`config.mk`:
```
export PLATFORM = sky130hd
export DESIGN_NAME = window_3x3_gen_flat
export DESIGN_NICKNAME = d
export VERILOG_FILES = /design/src/rtl/window_3x3_gen_pkg.sv /design/src/rtl/window_3x3_gen_if.sv /design/src/rtl/window_3x3_gen_line_buffer.sv /design/src/rtl/window_3x3_gen.sv /design/src/flat_wrapper.sv
export SDC_FILE = /design/constraint.sdc
export NUM_CORES = 1
export LEC_CHECK = 0
export ABC_CLOCK_PERIOD_IN_PS = 4800
export BUFFER_PORTS_ARGS = -buffer_cell sky130_fd_sc_hd__buf_2
export CAP_MARGIN = 20
export CORE_MARGIN = 10
export CORE_UTILIZATION = 62
export DETAILED_ROUTE_END_ITERATION = 6
export PLACE_DENSITY_LB_ADDON = 0.05
export RECOVER_POWER = 50
export SLEW_MARGIN = 20
export SYNTH_ARGS = -nofsm -noshare
export SYNTH_HDL_FRONTEND = slang
export SYNTH_SLANG_ARGS = --single-unit
```
`constraint.sdc`:
```
create_clock -name clk -period 4.8 [get_ports clk]
set_input_delay 0.96 -clock clk [delete_from_list [all_inputs] [get_ports clk]]
set_output_delay 0.96 -clock clk [all_outputs]
set_load 0.005 [all_outputs]
```
`src/rtl/window_3x3_gen_pkg.sv`:
```
`default_nettype none
// ============================================================================
// Module      : window_3x3_gen_pkg
// Description : Shared defaults, state encoding and width helper for the
//               3x3 window generator.
// Revision    : 1.0 - initial release
// ============================================================================
package window_3x3_gen_pkg;

    localparam int unsigned c_pix_w_def = 4;
    localparam int unsigned c_img_w_def = 64;
    localparam int unsigned c_img_h_def = 64;

    typedef enum logic [0:0] {
        ST_IDLE = 1'b0,
        ST_RUN  = 1'b1
    } state_t;

    // Width of a counter that spans 0..n-1.
    function automatic int unsigned cnt_w(input int unsigned n);
        return $clog2(n);
    endfunction

endpackage
`default_nettype wire

```
`src/rtl/window_3x3_gen_if.sv`:
```
`default_nettype none
// ============================================================================
// Module      : window_3x3_gen_if
// Description : Pixel stream in / 3x3 window out bundle for window_3x3_gen.
// Revision    : 1.0 - initial release
// ============================================================================
interface window_3x3_gen_if #(
    parameter int unsigned PIX_W = window_3x3_gen_pkg::c_pix_w_def,
    parameter int unsigned IMG_W = window_3x3_gen_pkg::c_img_w_def,
    parameter int unsigned IMG_H = window_3x3_gen_pkg::c_img_h_def
);
    logic [PIX_W-1:0] pix_in;
    logic             pix_valid;
    logic             sof;
    logic [PIX_W-1:0] p1, p2, p3, p4, p5, p6, p7, p8, p9;
    logic             win_valid;
    logic [window_3x3_gen_pkg::cnt_w(IMG_H)-1:0] win_row;
    logic [window_3x3_gen_pkg::cnt_w(IMG_W)-1:0] win_col;
    logic             frame_done;

    modport master (
        output pix_in, pix_valid, sof,
        input  p1, p2, p3, p4, p5, p6, p7, p8, p9,
        input  win_valid, win_row, win_col, frame_done
    );

    modport slave (
        input  pix_in, pix_valid, sof,
        output p1, p2, p3, p4, p5, p6, p7, p8, p9,
        output win_valid, win_row, win_col, frame_done
    );
endinterface
`default_nettype wire

```
`src/rtl/window_3x3_gen_line_buffer.sv`:
```
`default_nettype none
// ============================================================================
// Module      : window_3x3_gen_line_buffer
// Description : One-row pixel store, combinational read and clocked write at
//               the same address, so a read returns the pre-write contents.
// Revision    : 1.0 - initial release
// ============================================================================
module window_3x3_gen_line_buffer #(
    parameter int unsigned DEPTH  = 64,
    parameter int unsigned WIDTH  = 4,
    parameter int unsigned ADDR_W = $clog2(DEPTH)
) (
    input  wire logic              clk,
    input  wire logic              wr_en,
    input  wire logic [ADDR_W-1:0] addr,
    input  wire logic [WIDTH-1:0]  wr_data,
    output logic      [WIDTH-1:0]  rd_data
);
    logic [WIDTH-1:0] r_mem [DEPTH];

    assign rd_data = r_mem[addr];

    always_ff @(posedge clk) begin
        if (wr_en) begin
            r_mem[addr] <= wr_data;
        end
    end
endmodule
`default_nettype wire

```
`src/rtl/window_3x3_gen.sv`:
```
`default_nettype none
// ============================================================================
// Module      : window_3x3_gen
// Description : Streaming 3x3 neighbourhood generator; emits one registered
//               window per interior centre pixel of a raster-order frame.
// Revision    : 1.0 - initial release
// ============================================================================
module window_3x3_gen
    import window_3x3_gen_pkg::*;
#(
    parameter int unsigned PIX_W = c_pix_w_def,
    parameter int unsigned IMG_W = c_img_w_def,
    parameter int unsigned IMG_H = c_img_h_def
) (
    input  wire logic      clk,
    input  wire logic      rst_n,
    window_3x3_gen_if.slave bus
);
    localparam int unsigned ROW_W = cnt_w(IMG_H);
    localparam int unsigned COL_W = cnt_w(IMG_W);
    localparam logic [ROW_W-1:0] c_row_last = ROW_W'(IMG_H - 1);
    localparam logic [COL_W-1:0] c_col_last = COL_W'(IMG_W - 1);

    state_t           r_state, w_state_next;
    logic [ROW_W-1:0] r_row, w_row, w_row_next;
    logic [COL_W-1:0] r_col, w_col, w_col_next;
    logic             w_accept, w_last, w_fire;
    logic [PIX_W-1:0] w_lb0_rd, w_lb1_rd;
    logic [PIX_W-1:0] w_new [3];
    logic [PIX_W-1:0] r_col_a [3];
    logic [PIX_W-1:0] r_col_b [3];
    logic [PIX_W-1:0] r_p [9];
    logic             r_win_valid, r_frame_done;
    logic [ROW_W-1:0] r_win_row;
    logic [COL_W-1:0] r_win_col;

    // sof restarts at (0,0) regardless of state.
    assign w_accept = bus.pix_valid && (bus.sof || (r_state == ST_RUN));
    assign w_row    = bus.sof ? '0 : r_row;
    assign w_col    = bus.sof ? '0 : r_col;
    assign w_last   = (w_row == c_row_last) && (w_col == c_col_last);
    assign w_fire   = w_accept && (w_row >= ROW_W'(2)) && (w_col >= COL_W'(2));

    window_3x3_gen_line_buffer #(.DEPTH(IMG_W), .WIDTH(PIX_W), .ADDR_W(COL_W)) u_lb0 (
        .clk     (clk),
        .wr_en   (w_accept),
        .addr    (w_col),
        .wr_data (bus.pix_in),
        .rd_data (w_lb0_rd)
    );

    window_3x3_gen_line_buffer #(.DEPTH(IMG_W), .WIDTH(PIX_W), .ADDR_W(COL_W)) u_lb1 (
        .clk     (clk),
        .wr_en   (w_accept),
        .addr    (w_col),
        .wr_data (w_lb0_rd),
        .rd_data (w_lb1_rd)
    );

    assign w_new[0] = w_lb1_rd;
    assign w_new[1] = w_lb0_rd;
    assign w_new[2] = bus.pix_in;

    always_comb begin
        w_state_next = r_state;
        w_row_next   = r_row;
        w_col_next   = r_col;
        if (w_accept) begin
            if (w_last) begin
                w_state_next = ST_IDLE;
                w_row_next   = '0;
                w_col_next   = '0;
            end else begin
                w_state_next = ST_RUN;
                if (w_col == c_col_last) begin
                    w_col_next = '0;
                    w_row_next = w_row + ROW_W'(1);
                end else begin
                    w_col_next = w_col + COL_W'(1);
                    w_row_next = w_row;
                end
            end
        end
    end

    always_ff @(posedge clk or negedge rst_n) begin
        if (!rst_n) begin
            r_state <= ST_IDLE;
            r_row   <= '0;
            r_col   <= '0;
        end else begin
            r_state <= w_state_next;
            r_row   <= w_row_next;
            r_col   <= w_col_next;
        end
    end

    // r_col_a/r_col_b hold columns c-1 and c; outputs load only on a valid window.
    always_ff @(posedge clk or negedge rst_n) begin
        if (!rst_n) begin
            for (int k = 0; k < 3; k++) begin
                r_col_a[k] <= '0;
                r_col_b[k] <= '0;
            end
            for (int i = 0; i < 9; i++) begin
                r_p[i] <= '0;
            end
            r_win_valid  <= 1'b0;
            r_frame_done <= 1'b0;
            r_win_row    <= '0;
            r_win_col    <= '0;
        end else begin
            r_win_valid  <= w_fire;
            r_frame_done <= w_accept && w_last;
            if (w_accept) begin
                for (int k = 0; k < 3; k++) begin
                    r_col_a[k] <= r_col_b[k];
                    r_col_b[k] <= w_new[k];
                end
            end
            if (w_fire) begin
                for (int k = 0; k < 3; k++) begin
                    r_p[3*k]     <= r_col_a[k];
                    r_p[3*k + 1] <= r_col_b[k];
                    r_p[3*k + 2] <= w_new[k];
                end
                r_win_row <= w_row - ROW_W'(1);
                r_win_col <= w_col - COL_W'(1);
            end
        end
    end

    assign bus.p1         = r_p[0];
    assign bus.p2         = r_p[1];
    assign bus.p3         = r_p[2];
    assign bus.p4         = r_p[3];
    assign bus.p5         = r_p[4];
    assign bus.p6         = r_p[5];
    assign bus.p7         = r_p[6];
    assign bus.p8         = r_p[7];
    assign bus.p9         = r_p[8];
    assign bus.win_valid  = r_win_valid;
    assign bus.win_row    = r_win_row;
    assign bus.win_col    = r_win_col;
    assign bus.frame_done = r_frame_done;
endmodule
`default_nettype wire

```
`src/flat_wrapper.sv`:
```
// flat-port wrapper written by rule: the top's interface ports become plain ports
module window_3x3_gen_flat import window_3x3_gen_pkg::*;
#(
    parameter int unsigned PIX_W = c_pix_w_def,
    parameter int unsigned IMG_W = c_img_w_def,
    parameter int unsigned IMG_H = c_img_h_def
)
  (clk, rst_n, bus_pix_in, bus_pix_valid, bus_sof, bus_p1, bus_p2, bus_p3, bus_p4, bus_p5, bus_p6, bus_p7, bus_p8, bus_p9, bus_win_valid, bus_win_row, bus_win_col, bus_frame_done);
  window_3x3_gen_if #(.PIX_W(PIX_W), .IMG_W(IMG_W), .IMG_H(IMG_H)) bus_i ();
  input  wire logic clk;
  input  wire logic rst_n;
  input wire logic [$bits(bus_i.pix_in)-1:0] bus_pix_in;
  input wire logic [$bits(bus_i.pix_valid)-1:0] bus_pix_valid;
  input wire logic [$bits(bus_i.sof)-1:0] bus_sof;
  output wire logic [$bits(bus_i.p1)-1:0] bus_p1;
  output wire logic [$bits(bus_i.p2)-1:0] bus_p2;
  output wire logic [$bits(bus_i.p3)-1:0] bus_p3;
  output wire logic [$bits(bus_i.p4)-1:0] bus_p4;
  output wire logic [$bits(bus_i.p5)-1:0] bus_p5;
  output wire logic [$bits(bus_i.p6)-1:0] bus_p6;
  output wire logic [$bits(bus_i.p7)-1:0] bus_p7;
  output wire logic [$bits(bus_i.p8)-1:0] bus_p8;
  output wire logic [$bits(bus_i.p9)-1:0] bus_p9;
  output wire logic [$bits(bus_i.win_valid)-1:0] bus_win_valid;
  output wire logic [$bits(bus_i.win_row)-1:0] bus_win_row;
  output wire logic [$bits(bus_i.win_col)-1:0] bus_win_col;
  output wire logic [$bits(bus_i.frame_done)-1:0] bus_frame_done;
  assign bus_i.pix_in = bus_pix_in;
  assign bus_i.pix_valid = bus_pix_valid;
  assign bus_i.sof = bus_sof;
  assign bus_p1 = bus_i.p1;
  assign bus_p2 = bus_i.p2;
  assign bus_p3 = bus_i.p3;
  assign bus_p4 = bus_i.p4;
  assign bus_p5 = bus_i.p5;
  assign bus_p6 = bus_i.p6;
  assign bus_p7 = bus_i.p7;
  assign bus_p8 = bus_i.p8;
  assign bus_p9 = bus_i.p9;
  assign bus_win_valid = bus_i.win_valid;
  assign bus_win_row = bus_i.win_row;
  assign bus_win_col = bus_i.win_col;
  assign bus_frame_done = bus_i.frame_done;
  window_3x3_gen #(.PIX_W(PIX_W), .IMG_W(IMG_W), .IMG_H(IMG_H)) u_core (.clk(clk), .rst_n(rst_n), .bus(bus_i));
endmodule
```
==> metrics.csv <==
stage,metric,value,unit
global_routing,GR peak layer,met2,
hold_path,worst hold path type,register to register,
clock_tree,CTS tree,done,
sta,Final min period,4.266,ns
routing,iteration count of the initial detailed-routing pass,6,
critical_path,CP max FO,66,
sta,Final Hold Vio Count,0,
routing,Routed WL,67760,um
critical_path,worst path bufs/invs,3,
critical_path,Worst path depth,9,
sta,post-route setup TNS,0,ns
critical_path,slowest CP cell,dfrtp_2,
critical_path,Critical Path Source Type,register,
power_and_ir_drop,Total Power,11.83,mW
power_and_ir_drop,P_leak,9.755,nW
critical_path,Crit. End Element,register,
sta,clk_skew,0.02848,ns
die,Initial Util,0.6280,
finish,area grow syn2layout,12.88,%
clock_tree,clk root buf,clkbuf_16,
clock_tree,cts bufs inserted,58,
global_routing,vias in the first global route,15080,
yosys,Cells after Synth,1657,
flow_run,Max-Cap Viols,7,
clock_tree,CTS Hold Buffers Added,0,
critical_path,WS Path Type,register to register,
critical_path,Worst Path Required,5.30,ns
sta,final period utilization,0.8887,
global_routing,GRT overflow,0,
placed_design,PortBufs,57,
sta,f_max,0.2344,GHz
clock_tree,Clock Pin Slew Worst Setup and Hold Paths,0.06,ns
yosys,Seq cells post-synth,599,
yosys,"Async S/R FF share, synth",0.1452,
global_routing,grt met2 use,0.4199,
routing,post-route ant nets,0,
routing,iteration-0 DRC count of the detailed router,1943,
critical_path,R2R cell count,9,
status,outcome,finished with violations,
routing,number of vias per cell,6.595,
yosys,syn_nets,1671,
sta,Slew @ Worst Pin,2.701,ns
die,die area,47560,um^2
yosys,synthesized area per cell,14.68,um^2
clock_tree,worst-skew pair later-pin latency,0.63,ns
hold_path,cell depth of the worst hold path,2,
global_routing,GRT Total Usage,0.2845,
critical_path,cell mode on critical path,buf_4,
sta,Rel. slew slack,-0.8004,
yosys,sequential fraction of the synthesis area,0.7215,
status,failing checks,"capacitance limit, slew limit",
critical_path,critical path cell sequence,buf_4 > buf_4 > mux2i_1 > o311ai_0 > nor4_1 > buf_4 > o311ai_1 > or4b_4 > mux2_4,
routing,DRC,0,
routing,Avg WL per Cell,28.69,um
finish,Ant. Diodes,0,
yosys,Synth Flop Type,edfxtp_1,
critical_path,Worst EP arrival,4.76,ns
die,Die Y,218.1,um
die,die width,218.1,um
die,row count,72,
sta,# setup viols final,0,
global_routing,initial antenna violation count,0,
finish,Nets,1816,
yosys,Yosys warning total,0,
clock_tree,cts repair resizes,0,
finish,layout cells sized above 1,0.1345,
yosys,"Cell Area, Synth",24330,um^2
routing,routed vias,15580,
yosys,post-synth cell types,74,
placed_design,gpl congestion,0.9784,
placed_design,DPL Wire Length,43880,um
global_routing,met1 usage,0.3978,
critical_path,CP peak stage delay,0.96,ns
clock_tree,CTS max path bufs,3,
sta,"Slew Viols, Final",274,
yosys,Post-synth EDFFs,512,
finish,filler cell count,2620,
clock_tree,setup bufs post-CTS,0,
clock_tree,CTS sink cnt,599,
global_routing,first-pass GRT wire length,99620,um
die,Boundary Pins,58,
clock_tree,Max H-tree Level,2,
die,Core Area,38740,um^2
critical_path,CP top delay family,simple AND/OR/NAND/NOR gates,
global_routing,pin count of the biggest net entering global routing,67,
power_and_ir_drop,P per Cell Area,430.8,nW/um^2
sta,unrepaired setup endpoints after global routing,no,
power_and_ir_drop,VDD IR-drop max,0.3272,mV
global_routing,M3 GR Usage,0.06409,
## final cells by class
type	count	area, um^2	share of cell area
inverter	14	52.55	0.001914
clock inverter	22	182.7	0.006652
clock buffer	80	1660	0.06046
multi-input combinational	934	6206	0.2260
timing repair buffer	195	1151	0.04192
tap	518	648.1	0.02360
sequential	599	17560	0.6395
## per-layer routing
| metal | part of all wire | up-vias |
|---|---|---|
| met4 | 0.048 | 0 |
| met1 | 0.39 | 7748 |
| met2 | 0.45 | 1012 |
| li1 | - | 6623 |
| met5 | 0 | - |
| met3 | 0.11 | 194 |
## final timing paths
| kind | startpoint | end | slack, ns |
|---|---|---|---|
| worst max-delay path | u_core.r_col[1] | u_core.bus.p6[2] | 0.53 |
| worst min-delay path | u_core.r_col_a[0] | u_core.bus.p7[0] | 0.46 |
| worst max register to register | u_core.r_col[1] | u_core.bus.p6[2] | 0.53 |
| worst min register to register | u_core.r_col_a[0] | u_core.bus.p7[0] | 0.46 |
| max in group asynchronous | rst_n | u_core.r_col_b[1] | 1.84 |
| min in group asynchronous | rst_n | u_core.bus.frame_done | 0.88 |
## worst min-delay path, stage by stage, from the launching register on
cell and delay [ns]:
dfrtp_1 0.34, nand2_1 0.05, nand2_1 0.04
## logic make-up (layout without fill, tap and decap cells)
logic type / Yosys count / after routing / synth area share
AO/OA/AOI/OAI: 310 / 310 / 0.08589
buffers and inverters: 124 / 311 / 0.02469
adder cells (fa/ha/maj): 6 / 6 / 0.003086
multiplexers: 158 / 158 / 0.07252
XOR/XNOR: 6 / 6 / 0.002160
flip-flops: 599 / 599 / 0.7215
AND/OR/NAND/NOR: 454 / 454 / 0.09021
## through the flow
stage / cell area, um^2 / hold WS, ns / setup slack [ns] / instances / util
after floorplan: 24330 / 0.4386 / 1.050 / 1657 / -
after CTS: 27670 / 0.2868 / 0.5710 / 2362 / 0.7144
after global placement: 25830 / 0.4500 / 0.6347 / 2260 / 0.6668
after detailed placement: 25830 / 0.4497 / 0.6400 / 2260 / 0.6668
final: 27460 / 0.4626 / 0.5341 / 2362 / 0.7089
after global routing: 27460 / 0.4895 / 0.4963 / 2362 / 0.7089
## report_power, final
group          internal (mW)  total, mW  switching (mW)
Sequential              5.91       6.03           0.122
Combinational          0.428       1.38           0.952
Clock                   2.56       4.42            1.87
Total                   8.89       11.8            2.94
## state kept, by name, indices dropped and copies added, names as in the netlist, 6 cells and up
name	flops
u_core.bus.win_row	6
u_core.u_lb1.r_mem	256
u_core.r_col_a	12
u_core.u_lb0.r_mem	256
u_core.r_row	6
u_core.r_col_b	12
u_core.bus.win_col	6
u_core.r_col	6
## layout by cell type (no fill, tap or decap), types with 16 or more instances in the layout
cell       instances
a211oi_1          17
a21oi_1           56
a221oi_1          16
a22o_1            21
buf_4             94
clkbuf_1          95
clkbuf_16         60
dfrtp_1           84
edfxtp_1         512
mux2i_1          129
nand2_1          194
nand2b_1          25
nand3b_1          32
nor2_1            96
nor2b_1           16
o21ai_0           52
o22ai_1           41
## Yosys cell counts (5+ instances only)
cell type,instances,area (um^2)
edfxtp_1,512,15370
o22ai_1,41,256.5
a2111oi_0,10,87.58
nor2b_1,16,100.1
nor3_1,15,75.07
clkbuf_1,48,180.2
nand3b_1,32,240.2
and3_1,6,37.54
o31ai_1,12,90.09
o2bb2ai_1,7,61.31
o22a_1,8,70.07
nand2b_1,25,156.4
nor3b_1,7,52.55
buf_4,10,75.07
nand3_1,10,50.05
a22oi_1,11,82.58
mux2_2,14,157.7
inv_1,10,37.54
a22o_1,21,183.9
buf_2,42,210.2
or4_1,5,37.54
or2_2,6,37.54
nand2_1,195,732.0
mux4_2,11,247.7
o21ai_1,12,60.06
o221ai_1,7,61.31
buf_6,6,67.56
and2_1,5,31.28
nor2_1,97,364.1
a211oi_1,17,127.6
nand4_1,6,37.54
a221oi_1,16,140.1
mux2i_1,129,1291
a21oi_1,56,280.3
ha_1,6,75.07
nor4_1,7,43.79
o21ai_0,52,260.3
dfrtp_1,87,2177
a31oi_1,9,56.30
No activity file was read; power rests on OpenSTA's default activity.
